## src/rtl/idelay_tap_loader.sv

```systemverilog
// idelay_tap_loader: drives one VAR_LOAD IDELAYE2 through LD/CE/INC/CNTVALUEIN.
// Waits for IDELAYCTRL ready, loads INIT_TAP, then serves load/inc/dec
// requests and verifies each one by reading CNTVALUEOUT back after a settle time.
module idelay_tap_loader #(
    parameter int unsigned SETTLE_CYCLES = 4,
    parameter logic [4:0]  INIT_TAP      = 5'd0
) (
    input  logic       clk,
    input  logic       rst,
    input  logic       rdy,
    input  logic       req_valid,
    input  logic [1:0] req_op,
    input  logic [4:0] req_tap,
    output logic       req_ready,
    output logic       idly_ld,
    output logic       idly_ce,
    output logic       idly_inc,
    output logic [4:0] idly_cntvaluein,
    input  logic [4:0] idly_cntvalueout,
    output logic [4:0] cur_tap,
    output logic       done,
    output logic       err,
    output logic       busy
);

    typedef enum logic [2:0] {
        S_WAIT_RDY,
        S_INIT,
        S_IDLE,
        S_PULSE,
        S_SETTLE,
        S_CHECK
    } state_t;

    localparam logic [1:0] OP_LOAD = 2'b00;
    localparam logic [1:0] OP_INC  = 2'b01;
    localparam logic [1:0] OP_DEC  = 2'b10;
    localparam logic [3:0] SETTLE_LAST = 4'(SETTLE_CYCLES - 1);

    state_t     state_q, state_d;
    logic [3:0] cnt_q, cnt_d;
    logic [1:0] op_q, op_d;
    logic [4:0] tap_q, tap_d;
    logic [4:0] exp_q, exp_d;
    logic [4:0] cur_tap_q, cur_tap_d;
    logic       init_q, init_d;   // current verify pass follows INIT: no done

    assign cur_tap = cur_tap_q;

    // Next-state, datapath updates and pin/handshake outputs.
    always_comb begin
        state_d         = state_q;
        cnt_d           = cnt_q;
        op_d            = op_q;
        tap_d           = tap_q;
        exp_d           = exp_q;
        cur_tap_d       = cur_tap_q;
        init_d          = init_q;
        req_ready       = 1'b0;
        idly_ld         = 1'b0;
        idly_ce         = 1'b0;
        idly_inc        = 1'b0;
        idly_cntvaluein = 5'd0;
        done            = 1'b0;
        err             = 1'b0;
        // Held low while in reset so every output reads 0 during reset.
        busy            = (state_q != S_IDLE) && !rst;

        if (state_q == S_WAIT_RDY) begin
            if (rdy) state_d = S_INIT;
        end else if (!rdy) begin
            // Ready lost: abandon whatever is in flight, keep cur_tap.
            err     = 1'b1;
            cnt_d   = 4'd0;
            state_d = S_WAIT_RDY;
        end else begin
            case (state_q)
                S_INIT: begin
                    idly_ld         = 1'b1;
                    idly_cntvaluein = INIT_TAP;
                    exp_d           = INIT_TAP;
                    init_d          = 1'b1;
                    cnt_d           = 4'd0;
                    state_d         = S_SETTLE;
                end
                S_IDLE: begin
                    req_ready = 1'b1;
                    if (req_valid) begin
                        op_d    = req_op;
                        tap_d   = req_tap;
                        state_d = S_PULSE;
                    end
                end
                S_PULSE: begin
                    init_d  = 1'b0;
                    cnt_d   = 4'd0;
                    state_d = S_SETTLE;
                    case (op_q)
                        OP_LOAD: begin
                            idly_ld         = 1'b1;
                            idly_cntvaluein = tap_q;
                            exp_d           = tap_q;
                        end
                        OP_INC: begin
                            if (cur_tap_q == 5'd31) begin
                                done    = 1'b1;
                                err     = 1'b1;
                                state_d = S_IDLE;
                            end else begin
                                idly_ce  = 1'b1;
                                idly_inc = 1'b1;
                                exp_d    = cur_tap_q + 5'd1;
                            end
                        end
                        OP_DEC: begin
                            if (cur_tap_q == 5'd0) begin
                                done    = 1'b1;
                                err     = 1'b1;
                                state_d = S_IDLE;
                            end else begin
                                idly_ce = 1'b1;
                                exp_d   = cur_tap_q - 5'd1;
                            end
                        end
                        default: begin
                            done    = 1'b1;
                            err     = 1'b1;
                            state_d = S_IDLE;
                        end
                    endcase
                end
                S_SETTLE: begin
                    if (cnt_q == SETTLE_LAST) begin
                        cnt_d   = 4'd0;
                        state_d = S_CHECK;
                    end else begin
                        cnt_d = cnt_q + 4'd1;
                    end
                end
                S_CHECK: begin
                    done    = !init_q;
                    state_d = S_IDLE;
                    if (idly_cntvalueout == exp_q) begin
                        cur_tap_d = exp_q;
                    end else begin
                        cur_tap_d = idly_cntvalueout;
                        err       = 1'b1;
                    end
                end
                default: state_d = S_WAIT_RDY;
            endcase
        end
    end

    // State and datapath registers, synchronous reset.
    always_ff @(posedge clk) begin
        if (rst) begin
            state_q   <= S_WAIT_RDY;
            cnt_q     <= 4'd0;
            op_q      <= 2'b00;
            tap_q     <= 5'd0;
            exp_q     <= INIT_TAP;
            cur_tap_q <= INIT_TAP;
            init_q    <= 1'b0;
        end else begin
            state_q   <= state_d;
            cnt_q     <= cnt_d;
            op_q      <= op_d;
            tap_q     <= tap_d;
            exp_q     <= exp_d;
            cur_tap_q <= cur_tap_d;
            init_q    <= init_d;
        end
    end

endmodule

```

## config.mk

```make
export PLATFORM = sky130hd
export DESIGN_NAME = idelay_tap_loader
export DESIGN_NICKNAME = d
export VERILOG_FILES = /design/src/rtl/idelay_tap_loader.sv
export SDC_FILE = /design/constraint.sdc
export NUM_CORES = 1
export LEC_CHECK = 0
export BUFFER_PORTS_ARGS = -buffer_cell sky130_fd_sc_hd__clkbuf_2
export CAP_MARGIN = 40
export CORE_MARGIN = 2
export CORE_UTILIZATION = 49
export DETAILED_ROUTE_END_ITERATION = 8
export GPL_TIMING_DRIVEN = 0
export PLACE_DENSITY = 0.75
export SETUP_SLACK_MARGIN = 0.3
export SYNTH_ARGS = -nofsm -noshare
export SYNTH_HDL_FRONTEND = slang
export SYNTH_SLANG_ARGS = --single-unit
```

## constraint.sdc

```tcl
create_clock -name clk -period 2.05 [get_ports clk]
set_input_delay 0.205 -clock clk [delete_from_list [all_inputs] [get_ports clk]]
set_output_delay 0.205 -clock clk [all_outputs]
set_load 0.03 [all_outputs]
```

# Yosys cells after proc, flatten, opt, wreduce, memory -nomap -nowiden
# Cells that the tools add are included.
[word_totals]
elab_cells = 92
regBits = 25
[op_classes]
n_reduce_logical = 14
bitwise = 1
addsub = 3
n_eq_ne = 18
n_mux = 49
[ops]
columns = ["op", "count"]
rows = [
  ["two-way mux 5 bit", 7],
  ["two-way mux 1 bit", 22],
  ["two-way mux 3 bit", 7],
  ["case mux 3 bit (5 select lines)", 1],
  ["case mux 5 bit (3 select lines)", 1],
  ["case mux 1 bit (2 select lines)", 5],
  ["case mux 5 bit (2 select lines)", 1],
  ["case mux 3 bit (3 select lines)", 1],
  ["AND reduction 3 bit", 3],
  ["two-way mux 4 bit", 2],
  ["!= test 4 bit, second input constant", 2],
  ["case mux 4 bit (2 select lines)", 1],
  ["== test 3 x 2 -> 1 bit, second input constant", 2],
  ["== test 3 bit, second input constant", 2],
  ["!= test 3 x 2 -> 1 bit, second input constant", 2],
  ["!= test 3 bit, second input constant", 2],
  ["AND reduction 6 bit", 1],
  ["adder 5 x 1 -> 5 bit, second input constant", 1],
  ["== test 5 bit", 1],
  ["== test 5 bit, second input constant", 1],
  ["logical NOT 5 bit", 1],
  ["subtractor 5 x 1 -> 5 bit, second input constant", 1],
  ["adder 4 x 1 -> 4 bit, second input constant", 1],
  ["== test 4 x 2 -> 1 bit, second input constant", 1],
  ["15 further kinds", 16],
]

# Depth between registers and ports, before layout
# Gate-level depths: netlist (run 1).
[depth]
word_depth = 6
ltp_mapped = 8
mapped_depth_nobuf = 8

# Worst setup path before layout (run 1)
# No wires, ideal clock.
[synth_path]
path_kind = "reg2reg"
startpoint = "reg op_q[0]"
endpoint = "reg exp_q[4]"
path_buffers = 0
arrival_ps = 1817
synth_period_minus_slack_ps = 1934
path_stages_with_launch = 9
setup_slack_ps = 116
path_cell_list = "dfxtp_1 -> inv_1 -> ha_1 -> fa_1 -> a21o_1 -> a21oi_1 -> xnor2_1 -> a21oi_1 -> a22o_1"
[synth_via]
elab_chain_cells = 3
word_cells_on_any_way = 9
classes_between = "eq/ne: 5; mux: 2; reduce/logical: 2"
[synth_rtl]
columns = ["element", "line_no", "text"]
rows = [
  ["start, declared", "42", "logic [1:0] op_q, op_d;"],
  ["start signal, assigned", "168", "op_q <= op_d;"],
  ["== test 2 bit (tied with other cells)", "98", "case (op_q)"],
  ["case mux 5 bit (3 select lines) (tied with other cells)", "98", ""],
  ["case mux 5 bit (2 select lines) or AND reduction 6 bit (tied branches)", "n/a", ""],
  ["end signal, assigned", "170", "exp_q <= exp_d;"],
  ["end, declared", "44", "logic [4:0] exp_q, exp_d;"],
]
# Parallel ways exist; a longest one is shown, timed or not.
# A chain may end at the register's enable or synchronous reset.

# Final worst setup path (run 1)
[layout_path]
startpoint = "reg cur_tap_q[1] (netlist: cur_tap[1])"
endpoint = "out done"
[layout_via]
elab_chain_cells = 6
word_cells_on_any_way = 8
classes_between = "eq/ne: 1; mux: 6; reduce/logical: 1"
[layout_rtl]
columns = ["element", "line_no", "text"]
rows = [
  ["start, declared", "45", "logic [4:0] cur_tap_q, cur_tap_d;"],
  ["start signal, assigned", "171", "cur_tap_q <= cur_tap_d;"],
  ["== test 5 bit or logical NOT 5 bit (tied branches)", "105, 116", ""],
  ["two-way mux 1 bit, on equally long branches", "105, 116", ""],
  ["case mux 1 bit (3 select lines) *", "98", ""],
  ["case mux 1 bit (2 select lines) *", "77", "case (state_q)"],
  ["two-way mux 1 bit *", "71", "end else if (!rdy) begin"],
  ["two-way mux 1 bit *", "69", "if (state_q == S_WAIT_RDY) begin"],
  ["end, declared", "21", "output logic done,"],
]
# Mark *: on every way between the ends. The rest lies on a longest branch, timed or not.

==> metrics list, run 1 <==
- Synthesis produced a netlist whose cell count is 184.
- Final sum of negative setup slack: 0 ns
* Maximum number of pins on one net before global-route repair: 14
* Total track usage: 23.4%
- Across the run, the number of max-cap violations was 0.
- Launch point of the worst hold path: req_tap[0]
- In the post-synthesis netlist, the biggest area contributors are sky130_fd_sc_hd__dfxtp_1 (31%), sky130_fd_sc_hd__mux2i_1 (8.8%), sky130_fd_sc_hd__ha_1 (6.3%).
- The worst register-to-register path has a setup slack of 0.15 ns.
- Share of the synthesized area in the top cell type: 31.5%
- Final worst clock skew: 0.00369 ns
- Dividing the final minimum period by the clock period gives 98.0%.
* Syn Std Cell Area: 1590 sq um
* Final core area utilization: 70.9%
* Synth Register Bits: 25
- Using the TritonRoute via totals, the vias-per-cell ratio works out to 5.49.
- Initial cell density of the core: 51.6%
- Class of the tightest hold or removal check: in -> reg
- Counting flops with a built-in enable in the synthesized netlist gives 0.
- The worst pin sits at a relative slew slack of 66.3%.
* Layout-stage area growth over the synthesis result: 37.4%
* Share of layout cells above drive strength 1: 41.3%
- Data on the critical path arrives at its endpoint at 1.80 ns.
- The analysis attributes to cell leakage a power of 0.00101 uW.
* Pwr Density: 366 nW/um^2
- Height of the chip: 60.9 microns
- Final wirelength: 4220 microns
- Iteration count of the initial detailed-routing pass: 4
- Measured slew at the worst slew-check pin: 0.506 ns
* Max-slew violations: 0
* Clock buffers created by TritonCTS: 3
- Ant diodes: 0
* Number of routed nets with antenna violations: 0
- Critical path class: reg -> out
- For this run, the leading register cell type out of synthesis is sky130_fd_sc_hd__dfxtp_1.
* Setup crit start kind: flop
* Number of cells on the worst reg-to-reg path: 9
- Root Driver: sky130_fd_sc_hd__clkbuf_4
- The clock period could shrink to 2.01 ns.
- Clock tree synthesis found a total of 25 sinks.
* Number of unique standard cell types used by synthesis: 44
- Data on the critical path is required at its endpoint by 1.85 ns.
- Element type at the critical path end: output pin
* Last weighted congestion value of the routability-driven placer: 0.811
- Vias in the first global route: 1344
- Placeable core area: 3080 sq um
- Static timing analysis puts the maximum clock frequency at 0.498 GHz.
- Worst r2r src: op_q[0]
- In this run the critical register-to-register path is captured at exp_q[4].
* Half-perimeter wire length after detailed placement: 2700 microns
- Of all nets on the critical path, the largest fanout is 5.
- In the final layout, the multi-input gates occupy 1190 sq um.
- Average routed wire per standard cell: 15.4 microns
* Violation count after the first detailed-route iteration: 77
- Share of synthesized area occupied by flip-flops and latches: 31.5%
- For this run, design rule violations remaining after detail routing come to 0.
- Final net count: 256
* Width of the chip: 60.9 microns
* Overall power: 800 uW
- Number of primary I/O pins: 33
* Clock transition at the registers of the reported paths: 0.14 ns
- Synthesis produced a netlist with a net count of 209.
- Fraction of registers with async set or reset after synthesis: 0%
* Min-Delay Endpoint: tap_q[0]
* Sequential cell area in the final layout: 520 sq um
- Summed over all instances, the cell type with the most area after synthesis is sky130_fd_sc_hd__dfxtp_1.
- Peak supply drop: 0.000282 V
- Count of cells along the worst hold path: 3
* Number of antenna violations at the first check in global routing: 0
* Longest Clk Path Bufs: 2
- The count of buffers added on input and output ports is 31.
* Unrepaired setup endpoints after global routing: true
* Std cell rows: 20
- Number of hold-repair buffers added at the cts stage: 0
- TritonCTS built the clock tree.
* CTS H-tree depth: 1
- Filler Cell Count: 237
- Clk Latency, worst-skew pair: 0.33 ns
- Across all layers, the routed design uses 1504 vias.
- The count of final hold-check violations came to 0.
* Count of synthesis-stage warnings from yosys: 0
- Remaining global-route overflow: 0
- The run finished with clean final reports.
- Final-report setup violation count: 0
- Syn_area_per_cell: 8.64 sq um
- The first global-routing pass estimated 6350 microns of wire.
- The die covers 3710 sq um.
[final cells by class]
cell class	count	area share, %
Sequential cell	25	23.8
Inverter	7	1.20
Tap cell	44	2.52
Clock buffer	4	1.20
Buffer	7	2.23
Timing Repair Buffer	42	14.7
Multi-Input combinational cell	145	54.3
[placed cells by master, fill, tap and decap left out, drive strengths merged, types with 3 or more instances in the layout]
master,instances
and3,9
a22o,5
inv,7
xnor2,5
mux2i,14
nor3,5
clkbuf,29
nor2b,3
nor2,26
xor2,3
nand3b,5
nand2b,5
dfxtp,25
ha,8
buf,24
a21oi,15
nand3,5
o21ai,4
nand2,9
[flip-flops by register name (all words and copies together) (netlist names)]
| register | flops |
|---|---|
| exp_q | 5 |
| cnt_q | 4 |
| state_q | 3 |
| init_q | 1 |
| op_q | 2 |
| cur_tap | 5 |
| tap_q | 5 |
[cells by family (layout without fill, tap and decap cells)]
| kind of cell | after synthesis | after routing | share of synthesized area (%) |
|---|---|---|---|
| AO/OA/AOI/OAI | 35 | 35 | 14.5 |
| XOR/XNOR | 8 | 8 | 4.41 |
| adder cells (fa/ha/maj) | 9 | 9 | 7.56 |
| buffers and inverters | 14 | 60 | 4.02 |
| flip-flops | 25 | 25 | 31.5 |
| multiplexers | 16 | 16 | 10.2 |
| AND/OR/NAND/NOR | 77 | 77 | 27.8 |
[critical path, stage by stage, from the launching register on]
cell,delay [ns]
sky130_fd_sc_hd__dfxtp_4,0.40
sky130_fd_sc_hd__nor4_4,0.30
sky130_fd_sc_hd__and3b_2,0.26
sky130_fd_sc_hd__nor3b_4,0.06
sky130_fd_sc_hd__o22ai_1,0.14
sky130_fd_sc_hd__and3_1,0.20
sky130_fd_sc_hd__buf_8,0.13
[stage by stage]
stage               setup WS, ns  hold WS [ns]  cells  instance area (sq um)
finish                    0.0412        0.0985    274                   2180
global route             -0.0861        0.0908    274                   2180
CTS                       0.0206        0.0914    268                   1980
detailed placement        0.0248         0.441    259                   1810
global placement          0.0538         0.437    259                   1810
floorplan                  0.190         0.349    184                   1600
[repair_timing]
item / 4_1_cts / 5_1_grt
setup endpoints to repair: 12 / 15
setup buffers: 5 / 6
resized for setup: 34 / 47
pin swaps: 6 / 22
[Yosys cell counts, types with 4 or more instances]
cell type / count
sky130_fd_sc_hd__o21ai_0: 4
sky130_fd_sc_hd__nand2b_1: 4
sky130_fd_sc_hd__nand3_1: 5
sky130_fd_sc_hd__a21oi_1: 15
sky130_fd_sc_hd__inv_1: 7
sky130_fd_sc_hd__xnor2_1: 5
sky130_fd_sc_hd__nand2_1: 8
sky130_fd_sc_hd__a22o_1: 5
sky130_fd_sc_hd__mux2i_1: 14
sky130_fd_sc_hd__and3_1: 9
sky130_fd_sc_hd__dfxtp_1: 25
sky130_fd_sc_hd__ha_1: 8
sky130_fd_sc_hd__nor2_1: 26
sky130_fd_sc_hd__nor3_1: 4
[metal layers]
layer,up-vias,share of wire [%],global-route usage [%]
li1,744,-,-
met3,5,4.2,2.99
met5,-,0,0
met1,711,44,32.3
met4,0,1.5,9.94
met2,44,50,36.9
[worst max path at each step]
| stage | startpoint | to | slack [ns] | cells past startpoint |
|---|---|---|---|---|
| finish | cur_tap[1] | done | 0.04 | 6 |
| global route | cur_tap[1] | done | -0.09 | 6 |
| CTS | op_q[0] | done | 0.02 | 7 |
| detailed placement | op_q[0] | exp_q[4] | 0.02 | 8 |
| global placement | op_q[0] | done | 0.05 | 7 |
| floorplan | op_q[0] | exp_q[4] | 0.19 | 8 |
[where the power goes]
group,switching (uW),internal [uW]
Combinational,48.2,35.3
Sequential,2.82,484
Clock,153,76.4
Total,204,596
(Power assumes the default switching activity.)
==> run 2, diff against run 1 <==
BUFFER_PORTS_ARGS = -buffer_cell sky130_fd_sc_hd__buf_2   (was -buffer_cell sky130_fd_sc_hd__clkbuf_2)
==> run 2 against run 1 <==
- clock power is essentially flat
- utilization down 0.49 points
- flip-flop and latch count did not move
- sequential power is essentially flat
- first-iteration DRC count decreased by 30%
- clock skew up 0.00077 ns
- combinational power shrank 3.5%
- critical path depth unchanged
- maximum frequency grew 0.82%
- setup slack improved by 0.016 ns
- die area unchanged
- final area fell by 0.69%
- critical endpoint unchanged
==> metrics list, run 2 (synthesis results as in run 1) <==
- STA classifies the critical path startpoint as a flop.
* Remaining global-route overflow: 0 (unchanged)
- Max-slew violations: 0 (unchanged)
- The total global-route track usage was 22.8% (-0.64 points).
- The upper clock frequency limit is 0.502 GHz (+0.82%).
- The library cell used most frequently in the layout, excluding fill and tap cells, is sky130_fd_sc_hd__nor2_1.
- The count of vias placed by the detailed router is 1505 (+0.066%).
- Quantity of I/O buffers inserted on ports: 31 (unchanged)
- Final net count: 256 (unchanged)
* CTS H-tree depth: 1 (unchanged)
* Number of primary I/O pins: 33 (unchanged)
- The die span in y was 60.9 microns (unchanged).
- Sinks on Clock Net: 25 (unchanged)
- Arrival time reported for the critical path endpoint: 1.79 ns (about the same)
- Number of hold-repair buffers added at the cts stage: 0 (unchanged)
- The post-route cell area came to 2170 sq um (-0.69%).
* Count of final hold-check violations: 0 (unchanged)
* Clock transition at the registers of the reported paths: 0.14 ns (about the same)
* Clock buffers created by TritonCTS: 3 (unchanged)
- The ratio of routed vias to standard cells is 5.49 (about the same).
* Average routed wire per standard cell: 15.0 microns (-2.7%)
- Filler Cell Count: 252 (+6.3%)
- The tree is rooted in a sky130_fd_sc_hd__clkbuf_4.
- Period minus WS final: 1.99 ns (-0.0164 ns)
- The die width came to 60.9 microns (unchanged).
- The maximum vdd ir drop was 0.000261 V (-7.6%).
- Ant diodes: 0 (unchanged)
- The tightest slew margin relative to the limit came to 65.6% (-0.64 points).
- Critical path class: reg -> out
- Final-report setup violation count: 0 (unchanged)
* Largest stage delay on the critical path: 0.39 ns (about the same)
* Number of routed nets with antenna violations: 0 (unchanged)
* Measured slew at the worst slew-check pin: 0.516 ns (+0.00965 ns)
- Global-route wire length before repair: 6170 microns (-2.9%)
- Top Family by Delay on Critical Path: simple AND/OR/NAND/NOR gates
* Iteration count of the initial detailed-routing pass: 4 (unchanged)
- Number of antenna violations at the first check in global routing: 0 (unchanged)
* Violation count after the first detailed-route iteration: 54 (-30%)
- Max-capacitance violation count: 0 (unchanged)
* Crit share post-route: 97.2% (-0.80 points)
- Half-perimeter wire length after detailed placement: 2650 microns (-1.8%)
* Commonest cells after routing, fill and taps aside: sky130_fd_sc_hd__nor2_1 (26), sky130_fd_sc_hd__buf_2 (21), sky130_fd_sc_hd__dfxtp_1 (16)
- Critical path required time: 1.85 ns (about the same)
- Total placed instance area: 1810 sq um (unchanged)
- The worst setup path is captured at an output pin.
- Traced cell by cell, the critical path runs through nor4_4 -> and3b_2 -> nor3b_4 -> o22ai_1 -> and3_1 -> buf_6.
- Worst Hold Margin: 0.0908 ns (-0.00766 ns)
* Placeable core area: 3080 sq um (unchanged)
- Worst reg-to-reg setup slack: 0.15 ns (about the same)
- Final wirelength: 4100 microns (-2.7%)
* Share of layout cells above drive strength 1: 40.9% (-0.43 points)
- Initial cell density of the core: 51.6% (unchanged)
* Leak pwr: 0.00102 uW (+0.57%)
- TritonCTS built the clock tree.
* Vias in the first global route: 1350 (+0.45%)
- Peak fanout along the critical path: 4 (-1)
* Cell with the largest stage delay on the worst path: sky130_fd_sc_hd__dfxtp_4
* Last weighted congestion value of the routability-driven placer: 0.817 (+0.79%)
- The clock latency at the later pin of the worst-skew pair was 0.33 ns (about the same).
- The die area is 3710 sq um (unchanged).
- The worst-case clock buffer depth came to 2 (unchanged).
- Maximum number of pins on one net before global-route repair: 15 (+1)
* Number of DRC violations after detailed routing: 0 (unchanged)
- Std cell rows: 20 (unchanged)
* Layout-stage area growth over the synthesis result: 36.5%
- Class of the tightest hold or removal check: in -> reg
* Unrepaired setup endpoints after global routing: true
- Pwr Density: 368 nW/um^2 (+0.43%)
* Worst Path Buf+Inv: 1 (unchanged)
* Result of the run: completed
- Final worst clock skew: 0.00446 ns (+0.000770 ns)
## run 2: changes by cell type in the layout (fill, tap and decap cells not counted), sizes merged
cell	before	now
clkinv	0	1
clkbuf	29	6
buf	24	46
## run 2: stage by stage
step / total power (uW) / cells / setup WS [ns] / setup TNS [ns] / util (%)
after CTS: 802 / 270 / 0.0387 / 0 / 65.8
final: 798 / 274 / 0.0576 / 0 / 70.4
after detailed placement: 579 / 259 / 0.0194 / 0 / 58.8
after global routing: 827 / 274 / -0.0305 / -0.0528 / 70.4
after floorplan: 549 / 184 / 0.190 / 0 / -
after global placement: 579 / 259 / 0.0581 / 0 / 58.8
## run 2: layout make-up
cell class | instances | area, sq um | share of cell area (%)
Sequential cell | 25 | 524 | 24.2
Inverter | 7 | 26.3 | 1.21
Multi-Input combinational cell | 145 | 1170 | 54.2
Clock inverter | 1 | 5.00 | 0.231
Timing Repair Buffer | 42 | 304 | 14.0
Buffer | 7 | 56.3 | 2.60
Clock buffer | 3 | 22.5 | 1.04
Tap cell | 44 | 55.1 | 2.54
## run 2: timing repair
action / 4_1_cts / 5_1_grt
pin swaps: 10 / 11
cloned: 0 / 0
endpoints found under the setup margin: 12 / 11
setup buffers: 7 / 4
gates resized for setup: 39 / 30
## run 2: worst paths after layout
path,depth (start not counted),startpoint,end
max reg2reg,9,op_q[0],exp_q[4]
min,3,req_tap[0],tap_q[0]
min reg2reg,2,init_q,init_q
max,6,cur_tap[0],done
## run 2: report_power, final
group	leakage, uW	internal (uW)	switching [uW]
clock	0.0000177	73.3	158
combinational	0.000793	35.0	45.7
sequential	0.000208	483	2.90
total	0.00102	591	206
## run 2: layer usage
| metal | part of all wire (%) | global-route usage, % | up-vias |
|---|---|---|---|
| met5 | 0 | 0 | - |
| met3 | 3.9 | 3.41 | 6 |
| met2 | 48 | 37.2 | 34 |
| li1 | - | - | 749 |
| met4 | 1.9 | 8.07 | 0 |
| met1 | 46 | 30.6 | 716 |
## run 2: worst register-to-register path, delay by kind of cell (launching register included)
kind                     cells  cell delay [ns]
AO/OA/AOI/OAI                4             0.61
XOR/XNOR                     1             0.14
adder cells (fa/ha/maj)      2             0.51
buffers and inverters        2             0.19
flip-flops                   1             0.37
